**src/rtl/disp_pkg.sv**
```systemverilog
// rtl/disp_pkg.sv - shared types and defaults for the display scanner
package disp_pkg;

    typedef enum logic {
        IDLE = 1'b0,
        SCAN = 1'b1
    } state_t;

    localparam int DEF_DIGITS = 4;
    localparam int DEF_WIDTH  = 4;
    localparam int DEF_DIV    = 1000;

    // Value the segment decoder renders as an all-dark digit
    localparam logic [3:0] BLANK_CODE = 4'hF;

endpackage

```
**src/rtl/disp_tick.sv**
```systemverilog
// rtl/disp_tick.sv - DIV-cycle prescaler producing one tick per digit slot
module disp_tick #(
    parameter int DIV = 1000
) (
    input  logic clk,
    input  logic rst,
    input  logic clear,
    output logic tick
);

    localparam int CW = (DIV > 1) ? $clog2(DIV) : 1;
    localparam logic [CW-1:0] LAST = CW'(DIV - 1);

    logic [CW-1:0] count;

    assign tick = !clear && (count == LAST);

    always_ff @(posedge clk) begin
        if (rst || clear) begin
            count <= '0;
        end else if (count == LAST) begin
            count <= '0;
        end else begin
            count <= count + CW'(1);
        end
    end

endmodule

```
**src/rtl/disp_scan.sv**
```systemverilog
// rtl/disp_scan.sv - double-buffered multiplexed digit scanner (DISP_SCAN_LZ_EN: leading-zero suppression)
module disp_scan
    import disp_pkg::*;
#(
    parameter int DIGITS = DEF_DIGITS,
    parameter int WIDTH  = DEF_WIDTH,
    parameter int DIV    = DEF_DIV
) (
    input  logic                    clk,
    input  logic                    rst,
    input  logic                    enable,
    input  logic                    load,
    input  logic [DIGITS*WIDTH-1:0] data_in,
    input  logic [DIGITS-1:0]       blank_mask,
    output logic [WIDTH-1:0]        digit_out,
    output logic [DIGITS-1:0]       digit_sel,
    output logic                    blank_out,
    output logic                    frame_done
);

    localparam int IW = $clog2(DIGITS);
    localparam logic [IW-1:0] LAST_IDX = IW'(DIGITS - 1);

    state_t                  state, state_next;
    logic [IW-1:0]           index;
    logic [DIGITS*WIDTH-1:0] shadow, active;
    logic                    pending;
    logic                    run, tick, wrap, boundary;
    logic [DIGITS-1:0]       lz;
    logic [WIDTH-1:0]        cur_digit;

    always_comb begin
        state_next = state;
        case (state)
            IDLE:    if (enable)  state_next = SCAN;
            SCAN:    if (!enable) state_next = IDLE;
            default: state_next = IDLE;
        endcase
    end

    assign run = (state == SCAN) && enable;

    disp_tick #(.DIV(DIV)) u_tick (
        .clk   (clk),
        .rst   (rst),
        .clear (!run),
        .tick  (tick)
    );

    assign wrap = tick && (index == LAST_IDX);
    // Entering SCAN counts as a frame boundary so a pending load shows in the first slot
    assign boundary = wrap || ((state == IDLE) && enable);

`ifdef DISP_SCAN_LZ_EN
    logic zero_above;
    always_comb begin
        zero_above = 1'b1;
        lz = '0;
        for (int i = DIGITS - 1; i >= 1; i--) begin
            zero_above = zero_above && (active[i*WIDTH +: WIDTH] == '0);
            lz[i] = zero_above;
        end
    end
`else
    assign lz = '0;
`endif

    always_comb begin
        cur_digit = active[int'(index)*WIDTH +: WIDTH];
    end

    always_ff @(posedge clk) begin
        if (rst) begin
            state      <= IDLE;
            index      <= '0;
            shadow     <= '0;
            active     <= '0;
            pending    <= 1'b0;
            digit_out  <= '0;
            digit_sel  <= '0;
            blank_out  <= 1'b1;
            frame_done <= 1'b0;
        end else begin
            state <= state_next;

            if (!run) begin
                index <= '0;
            end else if (tick) begin
                index <= wrap ? '0 : index + IW'(1);
            end

            if (load) begin
                shadow <= data_in;
            end
            if (boundary) begin
                if (load) begin
                    active <= data_in;
                end else if (pending) begin
                    active <= shadow;
                end
                pending <= 1'b0;
            end else if (load) begin
                pending <= 1'b1;
            end

            if (run) begin
                digit_out  <= cur_digit;
                digit_sel  <= DIGITS'(1) << index;
                blank_out  <= blank_mask[index] | lz[index];
                frame_done <= wrap;
            end else begin
                digit_out  <= '0;
                digit_sel  <= '0;
                blank_out  <= 1'b1;
                frame_done <= 1'b0;
            end
        end
    end

endmodule

```
**config.mk**
```make
export PLATFORM = sky130hd
export DESIGN_NAME = disp_scan
export DESIGN_NICKNAME = d
export VERILOG_FILES = /design/src/rtl/disp_pkg.sv /design/src/rtl/disp_tick.sv /design/src/rtl/disp_scan.sv
export SDC_FILE = /design/constraint.sdc
export NUM_CORES = 1
export LEC_CHECK = 0
export CAP_MARGIN = 20
export CORE_UTILIZATION = 33
export DETAILED_ROUTE_END_ITERATION = 16
export RECOVER_POWER = 25
export SLEW_MARGIN = 20
export SYNTH_ARGS = -nofsm -noshare
export SYNTH_HDL_FRONTEND = slang
export SYNTH_HIERARCHICAL = 1
export SYNTH_SLANG_ARGS = --single-unit
```
**constraint.sdc**
```tcl
create_clock -name clk -period 6.47 [get_ports clk]
set_input_delay 1.294 -clock clk [delete_from_list [all_inputs] [get_ports clk]]
set_output_delay 1.294 -clock clk [all_outputs]
set_load 0.1 [all_outputs]
```
# Yosys cells after proc, flatten, opt, wreduce, memory -nomap -nowiden
# Cells that the tools add are included.
# word_totals
reg_bits,56
inputBits,24
out_inout_bits,10
elab_cells,40
# classes
addsub,2
n_lt_le_gt_ge,1
n_eq_ne,2
shifts,2
muxes,8
n_bitwise,3
reduce_logical,12
# ops
op,n
2-to-1 mux 16 bit,2
variable part select 16 x 5 -> 4 bit,1
adder 10 x 1 -> 10 bit (second input constant),1
equality test 10 bit (second input constant),1
OR reduction 2 bit,3
binary-select mux 1 bit (select 2 bit),2
logical AND 1 bit,4
<< shifter 1 x 2 -> 4 bit (first input constant),1
less-than comparator 2 x 3 -> 1 bit (second input constant),1
2-to-1 mux 1 bit,3
adder 2 x 1 -> 2 bit (second input constant),1
equality test 2 bit (second input constant),1
logical OR 1 bit,2
2-to-1 mux 2 bit,1
NOT 1 bit,2
AND reduction 2 bit,1
nonzero test 2 bit,1
zero test 1 bit,1
bitwise OR 1 bit,1

# Logic depth before layout (Yosys ltp)
# depth
ltp_word,5
ltp_mapped,8
mapped_depth_nobuf,7

# Hierarchy
# The synthesis kept the hierarchy.
# by_module_without_submodules
mod,instances,cells_each,area_per_inst_um2,seq_area_each_um2
disp_scan,1,148,1826.8,920.9
disp_tick,1,52,460.4,200.2

# Worst setup path before layout
# OpenSTA, ideal clock, no wires.
# synth_timing
kind,input to register
startpoint,input port enable
endpoint,register active[10]
t_arrival_ns,2.608
t_required_ns,6.349
path_slack_ns,3.741
stages,6
cell_sequence,nand2_1 nor3_1 nand2_2 a21oi_4 buf_12 mux2_4
# synth_via
elab_chain_cells,5
# synth_rtl
element,line,rtl
"start, declared",disp_scan.sv:11,"input logic enable,"
logical AND 1 bit,disp_scan.sv:41,assign run = (state == SCAN) && enable;
logical AND 1 bit,disp_tick.sv:16,assign tick = !clear && (count == LAST);
via tick,disp_scan.sv:28,"logic run, tick, wrap, boundary;"
logical AND 1 bit,disp_scan.sv:50,assign wrap = tick && (index == LAST_IDX);
logical OR 1 bit,disp_scan.sv:52,assign boundary = wrap || ((state == IDLE) && enable);
AND reduction 2 bit (no source line),--,
"end signal, assigned",disp_scan.sv:97,active <= data_in;
"end signal, assigned",disp_scan.sv:99,active <= shadow;
"end, declared",disp_scan.sv:26,"logic [DIGITS*WIDTH-1:0] shadow, active;"
# The timed path passes the listed nets, and every way through them passes these cells.
# A chain may end at the register's enable or synchronous reset.

# Worst setup path in the final report
# layout_timing
startpoint,input port load
endpoint,register active[13]
# layout_via
elab_chain_cells,2
# layout_rtl
element,line,rtl
"start, declared",disp_scan.sv:12,"input logic load,"
nonzero test 2 bit (no source line),--,
AND reduction 2 bit (no source line),--,
# Several ways; a longest one is shown, not always the timed one.

==> flow_summary.json <==
{
  "p_int_mw": 0.503,
  "cts_setup_buffers": 0,
  "vdd_ir_drop_max_uv": 101,
  "cp.required_ns": 6.67,
  "clock.fmax_ghz": 0.271,
  "worstMarginPinSlew_ns": 1.56,
  "synthesis.area_mm2": 0.00229,
  "syn_area_per_cell_um2": 11.4,
  "power_density_mw_per_mm2": 233,
  "synth_top_area_share_pct": 49.0,
  "swShare_pct": 21.6,
  "die_x_um": 85.3,
  "cts-hold-fix-buffers": 0,
  "htree_levels": 2,
  "placed_area_mm2": 0.00265,
  "synth_seq_cells": 56,
  "setup_viol": 0,
  "hold_viol": 0,
  "p_leak_nw": 1.05,
  "path_clk_slew_ns": 0.10,
  "antenna_found_initial": 0,
  "status": "finished, violations left",
  "cts_root_buffer": "clkbuf_8",
  "clk_latency_ns": 0.30,
  "vias_per_cell": 4.65,
  "ys_warn_count": 6,
  "synthesis.nets": 226,
  "cts_buffers": 5,
  "track_usage_pct": 11.7,
  "slowest_stage": "clkbuf_1",
  "ys_seq_area_share_pct": 49.0,
  "yosys.area.top_type": "dfxtp_1",
  "num_rows": 29,
  "start_kind": "input port",
  "period_needed_ns": 3.68,
  "start_util_pct": 35.0,
  "grt_pass1_wl_mm": 6.64,
  "cts-resized-gates": 0,
  "rsz0062_at_grt": "false",
  "synth-xor-area-share_pct": 1.91,
  "crit_fanout": 17,
  "die-area_mm2": 0.00727,
  "die_y_um": 85.3,
  "synth_top_family_by_area": "multiplexers",
  "drv_slew": 36,
  "worstHoldPathType": "reg -> reg",
  "critical_path_class": "in -> reg",
  "via_count": 1445,
  "cp.arrival_ns": 3.88,
  "skew_ns": 0.00247,
  "synth-compound-area-share_pct": 2.63,
  "cts.sinks": 56,
  "yosys.area_share.simple_pct": 19.1,
  "finalInstanceArea_mm2": 0.00275,
  "dp_hpwl_mm": 2.70,
  "cts_tree": "built",
  "reg2reg_depth": 7,
  "clkPwrFrac_pct": 35.2,
  "synth_area_leaders": "dfxtp_1, mux2i_1, mux2_4",
  "synth.area.mux_share_pct": 22.5,
  "portBuffers": 33,
  "failed_checks": "capacitance limit, slew limit",
  "drive_above_1_share_pct": 15.8,
  "fin_tns_setup_ns": 0,
  "io_pins": 34,
  "critical_path.max_stage_delay_ns": 0.96,
  "pwr-share-comb_pct": 8.6,
  "drt_iter0_drc": 110,
  "maxCapViolCount": 1,
  "period_share_pct": 56.9,
  "netSwitchingPower_mw": 0.139,
  "grt_remaining_overflow": 0,
  "grt_max_degree": 36,
  "wl_mm": 3.98,
  "synthFlopType": "dfxtp_1",
  "synth-edff-count": 0,
  "antenna_cells": 0,
  "routedWlPerCell_um": 12.8,
  "core-area_mm2": 0.00653,
  "synthArstFlopShare_pct": 0,
  "synth_adder_area_share_pct": 1.09,
  "route.detailed.drc": 0,
  "fin_nets": 259,
  "drt_first_pass_iters": 4,
  "place.gp.congestion": 0.709,
  "syn_inst": 200,
  "seqPwrFrac_pct": 56.2,
  "area_growth_syn_to_layout_pct": 20.2,
  "max-slew-margin-rel_pct": -3.68,
  "grt_pass1_vias": 1344,
  "synth.distinct_cells": 40,
  "crit_chain": "dlygate4sd3_1 -> clkbuf_1 -> nor2_2 -> a21oi_4 -> mux2_2",
  "end_kind": "register",
  "cts_buffer_depth": 2,
  "hold_depth": 1,
  "postRouteAntennaNets": 0
}
==> critical path: cells and delay by family <==
family | cells | cell delay (ns)
AND/OR/NAND/NOR | 1 | 0.11
AO/OA/AOI/OAI | 1 | 0.59
multiplexers | 1 | 0.41
buffers and inverters | 2 | 1.48
==> kinds of logic (layout without fill, tap and decap cells) <==
family,after synthesis,count (layout)
adder cells (fa/ha/maj),2,2
AO/OA/AOI/OAI,8,8
flip-flops,56,56
XOR/XNOR,5,5
buffers and inverters,11,45
multiplexers,39,39
AND/OR/NAND/NOR,79,79
==> worst paths after layout <==
check                  startpoint               to  slack, ns
hold / removal    u_tick/count[0]  u_tick/count[0]       0.45
setup reg to reg  u_tick/count[0]       active[13]       3.79
setup / recovery             load       active[13]       2.79
hold reg to reg   u_tick/count[0]  u_tick/count[0]       0.45
==> per-layer routing <==
metal	vias up	global-route usage [%]	part of all wire, %
met3	5	3.02	3.1
met2	22	17.4	43
li1	756	-	-
met4	0	5.00	1.6
met5	-	0	0
met1	662	16.1	53
==> state kept, by name, summed over array words and instances (netlist names) <==
name	flops
frame_done	1
blank_out	1
digit_sel	4
digit_out	4
u_tick/count	10
active	16
shadow	16
index	2
pending	1
state	1
==> per-stage QoR <==
step	total power [mW]	setup slack [ns]	hold WS, ns	cells	utilization [%]
2_1_floorplan	0.405	3.74	0.418	200	-
3_3_place_gp	0.424	2.85	0.431	303	40.6
3_5_place_dp	0.424	2.77	0.437	303	40.6
4_1_cts	0.650	3.11	0.460	311	42.2
5_1_grt	0.667	2.61	0.490	311	42.1
6_report	0.641	2.79	0.452	311	42.1
==> layout by cell type, fill, tap and decap left out, types with 3 or more instances in the layout <==
| master | Yosys | routed |
|---|---|---|
| clkbuf_8 | 0 | 5 |
| clkbuf_1 | 1 | 3 |
| nor2_1 | 28 | 28 |
| a21oi_1 | 3 | 3 |
| dfxtp_1 | 56 | 56 |
| nand3_1 | 5 | 5 |
| clkdlybuf4s50_1 | 0 | 31 |
| mux4_2 | 4 | 4 |
| xnor2_1 | 4 | 4 |
| nor2b_1 | 16 | 16 |
| mux2_4 | 10 | 10 |
| nor3_1 | 4 | 4 |
| mux2i_1 | 18 | 18 |
| nand2_1 | 6 | 6 |
| mux2_2 | 6 | 6 |
==> synthesized netlist by cell type, types with 3 or more instances <==
library cell	number
nand3_1	5
nor3_1	4
a21oi_1	3
nor2_1	28
nand2_1	6
mux4_2	4
dfxtp_1	56
mux2_2	6
xnor2_1	4
mux2_4	10
nor2b_1	16
mux2i_1	18
buf_4	3
==> cell type report <==
type                            count  area (um2)
Fill cell                         637        3780
Clock inverter                      2        35.0
Timing Repair Buffer               35         338
Tap cell                           77        96.3
Inverter                            2        7.51
Multi-Input combinational cell    133        1080
Clock buffer                        6        72.6
Sequential cell                    56        1120
==> power groups by stage <==
stage	Clock (mW)	Sequential [mW]	Combinational (mW)
6_report	0.226	0.360	0.0550
5_1_grt	0.246	0.362	0.0597
4_1_cts	0.233	0.361	0.0561
3_5_place_dp	0	0.369	0.0559
3_3_place_gp	0	0.368	0.0554
2_1_floorplan	0	0.370	0.0350
Power figures use the tool's default switching activity.
